$ cat src/rtl/sdram_sched_pkg.sv
// Shared types for the SDRAM request scheduler.
//   grant_e : owner code driven on o_Grant (0 none, 1 FL, 2 IC, 3 DC)
//   state_e : scheduler FSM states
//   CNT_W   : width of the exported grant counters
package sdram_sched_pkg;

    typedef enum logic [1:0] {
        GNT_NONE = 2'd0,
        GNT_FL   = 2'd1,
        GNT_IC   = 2'd2,
        GNT_DC   = 2'd3
    } grant_e;

    typedef enum logic {
        ST_IDLE  = 1'b0,
        ST_BURST = 1'b1
    } state_e;

    localparam int CNT_W = 16;

endpackage

$ cat src/rtl/sched_grant_select.sv
// Combinational arbitration pick for the SDRAM request scheduler.
//   i_load_done    : flash load complete; while low only FL may win
//   i_*_valid      : raw requests from FL / IC / DC
//   i_last_was_ic  : round-robin history, 1 = IC was served most recently
//   o_pick         : winning requester, GNT_NONE if nothing is eligible
module sched_grant_select
    import sdram_sched_pkg::*;
(
    input  logic   i_load_done,
    input  logic   i_fl_valid,
    input  logic   i_ic_valid,
    input  logic   i_dc_valid,
    input  logic   i_last_was_ic,
    output grant_e o_pick
);

    always_comb begin
        o_pick = GNT_NONE;
        if (i_fl_valid) begin
            // FL is eligible both before and after load, and always outranks IC/DC.
            o_pick = GNT_FL;
        end else if (i_load_done) begin
            if (i_ic_valid && i_dc_valid) begin
                o_pick = i_last_was_ic ? GNT_DC : GNT_IC;
            end else if (i_ic_valid) begin
                o_pick = GNT_IC;
            end else if (i_dc_valid) begin
                o_pick = GNT_DC;
            end
        end
    end

endmodule

$ cat src/rtl/sdram_req_scheduler.sv
// Arbitrates FL / IC / DC burst requests onto a single SDRAM controller port.
//   i_Clk, i_Reset        : clock, synchronous active-high reset
//   i_Load_Done           : gates IC/DC eligibility until flash load is done
//   i_<R>_*               : per-requester request (valid, rd/wr_n, address, write data)
//   o_<R>_*               : per-requester response strobes (gated by grant) and read data
//   o_MEM_* / i_MEM_*     : request to / responses from the SDRAM controller
//   o_Grant               : current owner code
//   o_Grant_Count_IC/DC   : saturating burst-grant counters
// GRANT_CNT_W sets the internal counter width (saturation at all-ones);
// the count ports are always CNT_W bits, zero-extended.
module sdram_req_scheduler
    import sdram_sched_pkg::*;
#(
    parameter int DATA_WIDTH    = 32,
    parameter int ADDRESS_WIDTH = 22,
    parameter int GRANT_CNT_W   = CNT_W
) (
    input  logic                     i_Clk,
    input  logic                     i_Reset,
    input  logic                     i_Load_Done,
    input  logic                     i_FL_Valid,
    input  logic                     i_FL_Read_Write_n,
    input  logic [ADDRESS_WIDTH-1:0] i_FL_Address,
    input  logic [DATA_WIDTH-1:0]    i_FL_Data,
    output logic                     o_FL_Data_Read,
    output logic                     o_FL_Valid,
    output logic                     o_FL_Last,
    output logic [DATA_WIDTH-1:0]    o_FL_Data,
    input  logic                     i_IC_Valid,
    input  logic                     i_IC_Read_Write_n,
    input  logic [ADDRESS_WIDTH-1:0] i_IC_Address,
    input  logic [DATA_WIDTH-1:0]    i_IC_Data,
    output logic                     o_IC_Data_Read,
    output logic                     o_IC_Valid,
    output logic                     o_IC_Last,
    output logic [DATA_WIDTH-1:0]    o_IC_Data,
    input  logic                     i_DC_Valid,
    input  logic                     i_DC_Read_Write_n,
    input  logic [ADDRESS_WIDTH-1:0] i_DC_Address,
    input  logic [DATA_WIDTH-1:0]    i_DC_Data,
    output logic                     o_DC_Data_Read,
    output logic                     o_DC_Valid,
    output logic                     o_DC_Last,
    output logic [DATA_WIDTH-1:0]    o_DC_Data,
    output logic                     o_MEM_Valid,
    output logic                     o_MEM_Read_Write_n,
    output logic [ADDRESS_WIDTH-1:0] o_MEM_Address,
    output logic [DATA_WIDTH-1:0]    o_MEM_Data,
    input  logic                     i_MEM_Data_Read,
    input  logic                     i_MEM_Data_Valid,
    input  logic                     i_MEM_Last,
    input  logic [DATA_WIDTH-1:0]    i_MEM_Data,
    output logic [1:0]               o_Grant,
    output logic [CNT_W-1:0]         o_Grant_Count_IC,
    output logic [CNT_W-1:0]         o_Grant_Count_DC
);

    state_e                 state_q, state_d;
    grant_e                 grant_q, grant_d;
    logic                   last_ic_q, last_ic_d;
    logic [GRANT_CNT_W-1:0] cnt_ic_q, cnt_ic_d;
    logic [GRANT_CNT_W-1:0] cnt_dc_q, cnt_dc_d;
    grant_e                 pick;
    logic                   burst_act;

    sched_grant_select u_sel (
        .i_load_done   (i_Load_Done),
        .i_fl_valid    (i_FL_Valid),
        .i_ic_valid    (i_IC_Valid),
        .i_dc_valid    (i_DC_Valid),
        .i_last_was_ic (last_ic_q),
        .o_pick        (pick)
    );

    always_comb begin
        state_d   = state_q;
        grant_d   = grant_q;
        last_ic_d = last_ic_q;
        cnt_ic_d  = cnt_ic_q;
        cnt_dc_d  = cnt_dc_q;
        case (state_q)
            ST_IDLE: begin
                // i_MEM_Last is ignored here; only a new pick moves us.
                if (pick != GNT_NONE) begin
                    state_d = ST_BURST;
                    grant_d = pick;
                    if (pick == GNT_IC) begin
                        last_ic_d = 1'b1;
                        if (cnt_ic_q != '1) cnt_ic_d = cnt_ic_q + 1'b1;
                    end else if (pick == GNT_DC) begin
                        last_ic_d = 1'b0;
                        if (cnt_dc_q != '1) cnt_dc_d = cnt_dc_q + 1'b1;
                    end
                end
            end
            ST_BURST: begin
                // Requester valids are not looked at: the burst ends only on i_MEM_Last.
                if (i_MEM_Last) begin
                    state_d = ST_IDLE;
                    grant_d = GNT_NONE;
                end
            end
            default: begin
                state_d = ST_IDLE;
                grant_d = GNT_NONE;
            end
        endcase
    end

    always_ff @(posedge i_Clk) begin
        if (i_Reset) begin
            state_q   <= ST_IDLE;
            grant_q   <= GNT_NONE;
            last_ic_q <= 1'b0;      // DC counted as last served, so IC wins the first tie
            cnt_ic_q  <= '0;
            cnt_dc_q  <= '0;
        end else begin
            state_q   <= state_d;
            grant_q   <= grant_d;
            last_ic_q <= last_ic_d;
            cnt_ic_q  <= cnt_ic_d;
            cnt_dc_q  <= cnt_dc_d;
        end
    end

    // Strobes are also masked in the reset cycle itself so nothing leaks
    // out while a burst is being torn down.
    assign burst_act = (state_q == ST_BURST) && !i_Reset;

    always_comb begin
        o_MEM_Valid        = burst_act;
        o_MEM_Read_Write_n = 1'b0;
        o_MEM_Address      = '0;
        o_MEM_Data         = '0;
        if (burst_act) begin
            case (grant_q)
                GNT_FL: begin
                    o_MEM_Read_Write_n = i_FL_Read_Write_n;
                    o_MEM_Address      = i_FL_Address;
                    o_MEM_Data         = i_FL_Data;
                end
                GNT_IC: begin
                    o_MEM_Read_Write_n = i_IC_Read_Write_n;
                    o_MEM_Address      = i_IC_Address;
                    o_MEM_Data         = i_IC_Data;
                end
                GNT_DC: begin
                    o_MEM_Read_Write_n = i_DC_Read_Write_n;
                    o_MEM_Address      = i_DC_Address;
                    o_MEM_Data         = i_DC_Data;
                end
                default: ;
            endcase
        end
    end

    assign o_FL_Data_Read = i_MEM_Data_Read  && burst_act && (grant_q == GNT_FL);
    assign o_FL_Valid     = i_MEM_Data_Valid && burst_act && (grant_q == GNT_FL);
    assign o_FL_Last      = i_MEM_Last       && burst_act && (grant_q == GNT_FL);
    assign o_IC_Data_Read = i_MEM_Data_Read  && burst_act && (grant_q == GNT_IC);
    assign o_IC_Valid     = i_MEM_Data_Valid && burst_act && (grant_q == GNT_IC);
    assign o_IC_Last      = i_MEM_Last       && burst_act && (grant_q == GNT_IC);
    assign o_DC_Data_Read = i_MEM_Data_Read  && burst_act && (grant_q == GNT_DC);
    assign o_DC_Valid     = i_MEM_Data_Valid && burst_act && (grant_q == GNT_DC);
    assign o_DC_Last      = i_MEM_Last       && burst_act && (grant_q == GNT_DC);

    assign o_FL_Data = i_MEM_Data;
    assign o_IC_Data = i_MEM_Data;
    assign o_DC_Data = i_MEM_Data;

    assign o_Grant          = grant_q;
    assign o_Grant_Count_IC = CNT_W'(cnt_ic_q);
    assign o_Grant_Count_DC = CNT_W'(cnt_dc_q);

endmodule

$ cat config.mk
export PLATFORM = sky130hd
export DESIGN_NAME = sdram_req_scheduler
export DESIGN_NICKNAME = d
export VERILOG_FILES = /design/src/rtl/sdram_sched_pkg.sv /design/src/rtl/sched_grant_select.sv /design/src/rtl/sdram_req_scheduler.sv
export SDC_FILE = /design/constraint.sdc
export NUM_CORES = 1
export LEC_CHECK = 0
export ABC_CLOCK_PERIOD_IN_PS = 2100
export BUFFER_PORTS_ARGS = -buffer_cell sky130_fd_sc_hd__clkbuf_2
export CAP_MARGIN = 20
export CORE_AREA = 2 2 154 156
export DETAILED_ROUTE_END_ITERATION = 16
export DIE_AREA = 0 0 156 158
export PLACE_DENSITY_LB_ADDON = 0.15
export SYNTH_ARGS = -nofsm -noshare
export SYNTH_HDL_FRONTEND = slang
export SYNTH_SLANG_ARGS = --single-unit
$ cat constraint.sdc
create_clock -name i_Clk -period 2.1 [get_ports i_Clk]
set_input_delay 0 -clock i_Clk [delete_from_list [all_inputs] [get_ports i_Clk]]
set_output_delay 0 -clock i_Clk [all_outputs]
set_load 0.02 [all_outputs]
Word-level counts from Yosys, hierarchy flattened
Cells that the tools add are included.
{"block": "word_totals", "register_bits": 36}
{"block": "op_classes", "addsub": 2, "n_eq_ne": 9, "muxes": 20, "n_bitwise": 2, "reduce_logical": 21}
{"cell": "$pmux 32 s3", "count": 1}
{"cell": "$pmux 22 s3", "count": 1}
{"cell": "$add 16x1->16 const B", "count": 2}
{"cell": "$mux 32", "count": 1}
{"cell": "$ne 16x16->1 const B", "count": 2}
{"cell": "$mux 22", "count": 1}
{"cell": "$logic_and 1x1->1", "count": 14}
{"cell": "$mux 2", "count": 7}
{"cell": "$eq 2x2->1 const B", "count": 4}
{"cell": "$mux 1", "count": 6}
{"cell": "$reduce_and 5->1", "count": 1}
{"cell": "$ne 2x2->1 const B", "count": 2}
{"cell": "$pmux 2 s2", "count": 1}
{"cell": "$reduce_and 4->1", "count": 1}
{"cell": "$reduce_bool 2->1", "count": 2}
{"cell": "$pmux 1 s3", "count": 1}
{"cell": "$reduce_and 3->1", "count": 1}
{"cell": "$eq 2x1->1 const B", "count": 1}
{"cell": "$not 1->1", "count": 2}
{"cell": "$pmux 1 s2", "count": 1}
{"cell": "$reduce_and 2->1", "count": 1}
{"cell": "$logic_not 1->1", "count": 1}

Longest topological paths before layout
{"block": "depth", "ltp_word": 8, "ltp_mapped": 6, "mapped_depth_nobuf": 6}

Hierarchy
From an unflattened synthesis, not the netlist that was laid out.
{"block": "unflattened", "cells_unflattened": 525, "area_unflattened_um2": 3988.8}
{"module": "sdram_req_scheduler", "instances": 1, "cells_per_inst": 521, "area_per_inst_um2": 3962.6, "seq_area_each_um2": 720.7}
{"module": "sched_grant_select", "instances": 1, "cells_per_inst": 4, "area_per_inst_um2": 26.3, "seq_area_each_um2": 0.0}

Least setup slack after synthesis
Ideal clock, no wire load.
{"block": "synth_path", "kind": "register to output", "from": "register grant_q[0], in the netlist o_Grant[0]", "to": "output o_MEM_Address[10]", "arrival_time_ns": 1.874, "setup_slack_ns": 0.226, "stages_incl_launch_ff": 7, "n_path_buf": 3, "path_cell_list": "dfxtp_1 clkbuf_1 nor2b_1 clkbuf_1 buf_1 a22oi_1 nor2_1"}
{"block": "synth_via", "elab_chain_cells": 3}
{"item": "start: declaration", "line_no": "sdram_req_scheduler.sv:59", "rtl": "grant_e grant_q, grant_d;"}
{"item": "start signal: assignment", "line_no": "sdram_req_scheduler.sv:119", "rtl": "grant_q <= grant_d;"}
{"item": "$eq 2x2->1 / $eq 2x1->1 (equally long branches)", "line_no": "sdram_req_scheduler.sv:136", "rtl": "case (grant_q)"}
{"item": "$pmux 22 s3 *", "line_no": "sdram_req_scheduler.sv:136"}
{"item": "$mux 22 *", "line_no": "sdram_req_scheduler.sv:135", "rtl": "if (burst_act) begin"}
{"item": "end: declaration", "line_no": "sdram_req_scheduler.sv:47", "rtl": "output logic [ADDRESS_WIDTH-1:0] o_MEM_Address,"}
Mark *: on every way between the ends. The rest lies on a longest branch, timed or not.

Worst setup path in the final report
{"block": "layout_path", "from": "register cnt_dc_q[0], in the netlist o_Grant_Count_DC[0]", "to": "register cnt_dc_q[11], in the netlist o_Grant_Count_DC[11]"}
{"block": "layout_via", "elab_chain_cells": 2}
{"item": "start: declaration", "line_no": "sdram_req_scheduler.sv:62", "rtl": "logic [GRANT_CNT_W-1:0] cnt_dc_q, cnt_dc_d;"}
{"item": "start signal: assignment", "line_no": "sdram_req_scheduler.sv:122", "rtl": "cnt_dc_q <= cnt_dc_d;"}
{"item": "parallel branches: the longest is 2 deep, another holds $add 16x1->16"}
Several ways; the timed one is not identified.
A chain may end at the register's enable or synchronous reset.

==> metrics <==
status=finished, final reports clean; simple-gate share of the synthesized area=0.225; xor-xnor portion of the synthesized cell area=0.0497; Synth async-reset ratio=0; syn nets=between 700 and 800; Post-DP HPWL=13.6 mm; mux cell area share after synthesis=0.162; ant diodes=0; adder-cell area share of the yosys netlist=0.00645; initial core utilization=0.168; Routed Antenna Nets=0; FF-to-FF End=o_Grant_Count_DC[11]$_SDFFE_PP0P_; hold_sp=i_MEM_Data[0]; Max Freq=0.516 GHz; Area Growth Syn to Fin=32.5%; DRT Pass-1 Iters=4; largest net degree at the start of global routing=between 60 and 70; Reg clk slew, reported paths=60 ps; Fin. Hold Viols=0; Post-CTS Setup Bufs=0; clk_lat worst skew=280 ps; number of synthesized register bits=36; Synth Area in Compound Gates=0.148; Post-synth top flop=dfxtp_1; H-Tree Level Count=2; critical path startpoint category=flip-flop; peak supply drop=316 uV; Max-Cap Viols=0; Synth Instances=508; Worst EP required=2310 ps; Synth Warn #=0; Slew Limit Fails=0; Setup crit end kind=flip-flop; leakage=2.25 nW; Routed WL per cell=roughly 17 um; Fill cells=approximately 2700; slew margin rel.=0.649; EDFF count, synth=0; Die Footprint=0.0246 mm2; initial antenna violation count=0; synthesized area=0.00388 mm2; crit-path max FO=7; Overflow after GRT=0; cts hold-fix bufs=0; Row Count=56; Inserted Clock Buffers=5; RSZ-0062 raised after global routing=false; # DRC=0; core area=0.0231 mm2; Min Clock Period, post-route=1940 ps; non-filler cells in the finished layout=974; drt total wl=16.6 mm; DP Cell Count=slightly below 1000; Vias/cell=4.23; crit path kind=reg2reg; Reg area=723 um2; RePlAce Congestion=0.734; Worst-Margin Slew=around 520 ps; setup TNS=0 ps; DR vias=4124; Die Wd=156 um; register area share after synthesis=0.186; total track usage=0.122; Worst R2R Setup Slack=160 ps; # setup viols final=0; final core occ=0.223; syn avg cell area=approximately 7.6 um2; CTS tree=done; Gates resized, CTS repair=0; Hold Crit Depth=0; R2R cell count=7; Multi-input gate area=0.00230 mm2; worst hold path type=in2out; overall power=2.24 mW; first-pass GRT wire length=23.2 mm; Distinct cells, synth=41; Final #Nets=approximately 900; Die Ht=158 um; PortBufs=roughly 270; Root Driver=clkbuf_16; largest family of logic cells by synthesized area=simple AND/OR/NAND/NOR gates; clk_skew=approximately 4.9 ps; r2r startpoint=o_Grant_Count_DC[0]$_SDFFE_PP0P_; CTS max path bufs=2; sink of the worst hold path=o_DC_Data[0]; CP arrival=2150 ps; fraction of layout cells with a size suffix above 1=0.538; fin crit share=0.922; Initial DRC Count=between 150 and 200; # clock sinks=36; Pwr Density=436 mW/mm2; number of I/O pins=401; vias in the first global route=3874
flip-flops by register name (all words and copies together), names as in the netlist:
| register | cells |
|---|---|
| state_q | 1 |
| o_Grant | 2 |
| o_Grant_Count_DC | 16 |
| o_Grant_Count_IC | 16 |
| last_ic_q | 1 |
power by group:
| part | internal (mW) | switching [mW] | leakage (nW) |
|---|---|---|---|
| logic | 0.335 | 0.341 | 1.88 |
| registers | 0.692 | 0.0104 | 0.291 |
| clock network | 0.559 | 0.303 | 0.0808 |
| total | 1.58 | 0.654 | 2.25 |
layout by cell type (no fill, tap or decap), types with 3 or more instances in the layout:
cell and instances:
a31oi_1 4, and4_1 4, and3_1 4, nor3_1 6, buf_4 21, xnor2_1 20
nor4b_1 3, and2_1 4, clkbuf_16 5, a22oi_1 55, inv_1 7, nand2_1 15
mux2_2 55, a21oi_1 9, nor4_1 10, clkbuf_2 272, o21ai_0 4, nand3_1 12
or3_1 3, nor2_1 92, dfxtp_1 34, nand4_1 10
metrics by stage:
| step | hold WS (ps) | setup slack [ps] | area (um2) |
|---|---|---|---|
| 2_1_floorplan | 113 | 226 | 3880 |
| 3_3_place_gp | 0.264 | 167 | 4960 |
| 3_5_place_dp | 0.264 | 131 | 4960 |
| 4_1_cts | 0.264 | 116 | 5120 |
| 5_1_grt | 0.0784 | 70.5 | 5140 |
| 6_report | 0.0217 | 164 | 5140 |
worst max-delay path by stage:
| stage | startpoint | end | cells past startpoint |
|---|---|---|---|
| 6_report | o_Grant_Count_DC[0]$_SDFFE_PP0P_ | o_Grant_Count_DC[11]$_SDFFE_PP0P_ | 7 |
| 5_1_grt | state_q$_SDFF_PP0_ | o_Grant_Count_IC[15]$_SDFFE_PP0P_ | 5 |
| 3_5_place_dp | state_q$_SDFF_PP0_ | o_Grant_Count_DC[14]$_SDFFE_PP0P_ | 5 |
| 3_3_place_gp | state_q$_SDFF_PP0_ | o_Grant_Count_DC[14]$_SDFFE_PP0P_ | 5 |
| 2_1_floorplan | o_Grant[0]$_SDFFE_PP0P_ | o_MEM_Address[10] | 6 |
| 4_1_cts | state_q$_SDFF_PP0_ | o_Grant_Count_DC[14]$_SDFFE_PP0P_ | 5 |
cells by family (layout without fill, tap and decap cells):
kind of cell	after synthesis	in the layout
compound gates	81	81
xor+xnor	22	22
fa+ha+maj	2	2
buf+inv	134	310
flops	36	36
mux	56	56
simple gates	177	177
critical path, cell delays in order (launching register included):
cell	delay (ps)
dfxtp_1	360
ha_1	240
nand3_1	120
nor4_2	60
buf_4	160
or4_4	490
or3_1	310
a21oi_1	130
layer usage:
layer  vias up  wire length, um  share of wire  GRT usage
met5         -                0              0          0
met1      1857             7080           0.43      0.155
li1       2050                -              -          -
met3         7             1550          0.093     0.0391
met4         0               94         0.0057     0.0197
met2       210             7830           0.47      0.205
synth_stat cells, types with 3 or more instances:
cell type  number  area (um2)
buf_4          96         721
nor2_1         92         345
a22oi_1        55         413
mux2_2         55         619
dfxtp_1        36         721
clkbuf_1       26        97.6
xnor2_1        20         175
nand2_1        15        56.3
nand3_1        12        60.1
nand4_1        10        62.6
nor4_1         10        62.6
a21oi_1         9        45.0
inv_1           7        26.3
nor3_1          6        30.0
buf_1           5        18.8
a31oi_1         4        25.0
and2_1          4        25.0
and3_1          4        25.0
and4_1          4        35.0
o21ai_0         4        20.0
nand2b_1        3        18.8
nor4b_1         3        26.3
or3_1           3        18.8
layout make-up:
| class | count | share of cell area |
|---|---|---|
| Multi-Input combinational cell | 338 | 0.448 |
| Timing Repair Buffer | 295 | 0.303 |
| Inverter | 7 | 0.00511 |
| Tap cell | 290 | 0.0706 |
| Clock inverter | 2 | 0.00682 |
| Sequential cell | 36 | 0.141 |
| Clock buffer | 6 | 0.0251 |
No activity file was read; power rests on OpenSTA's default activity.
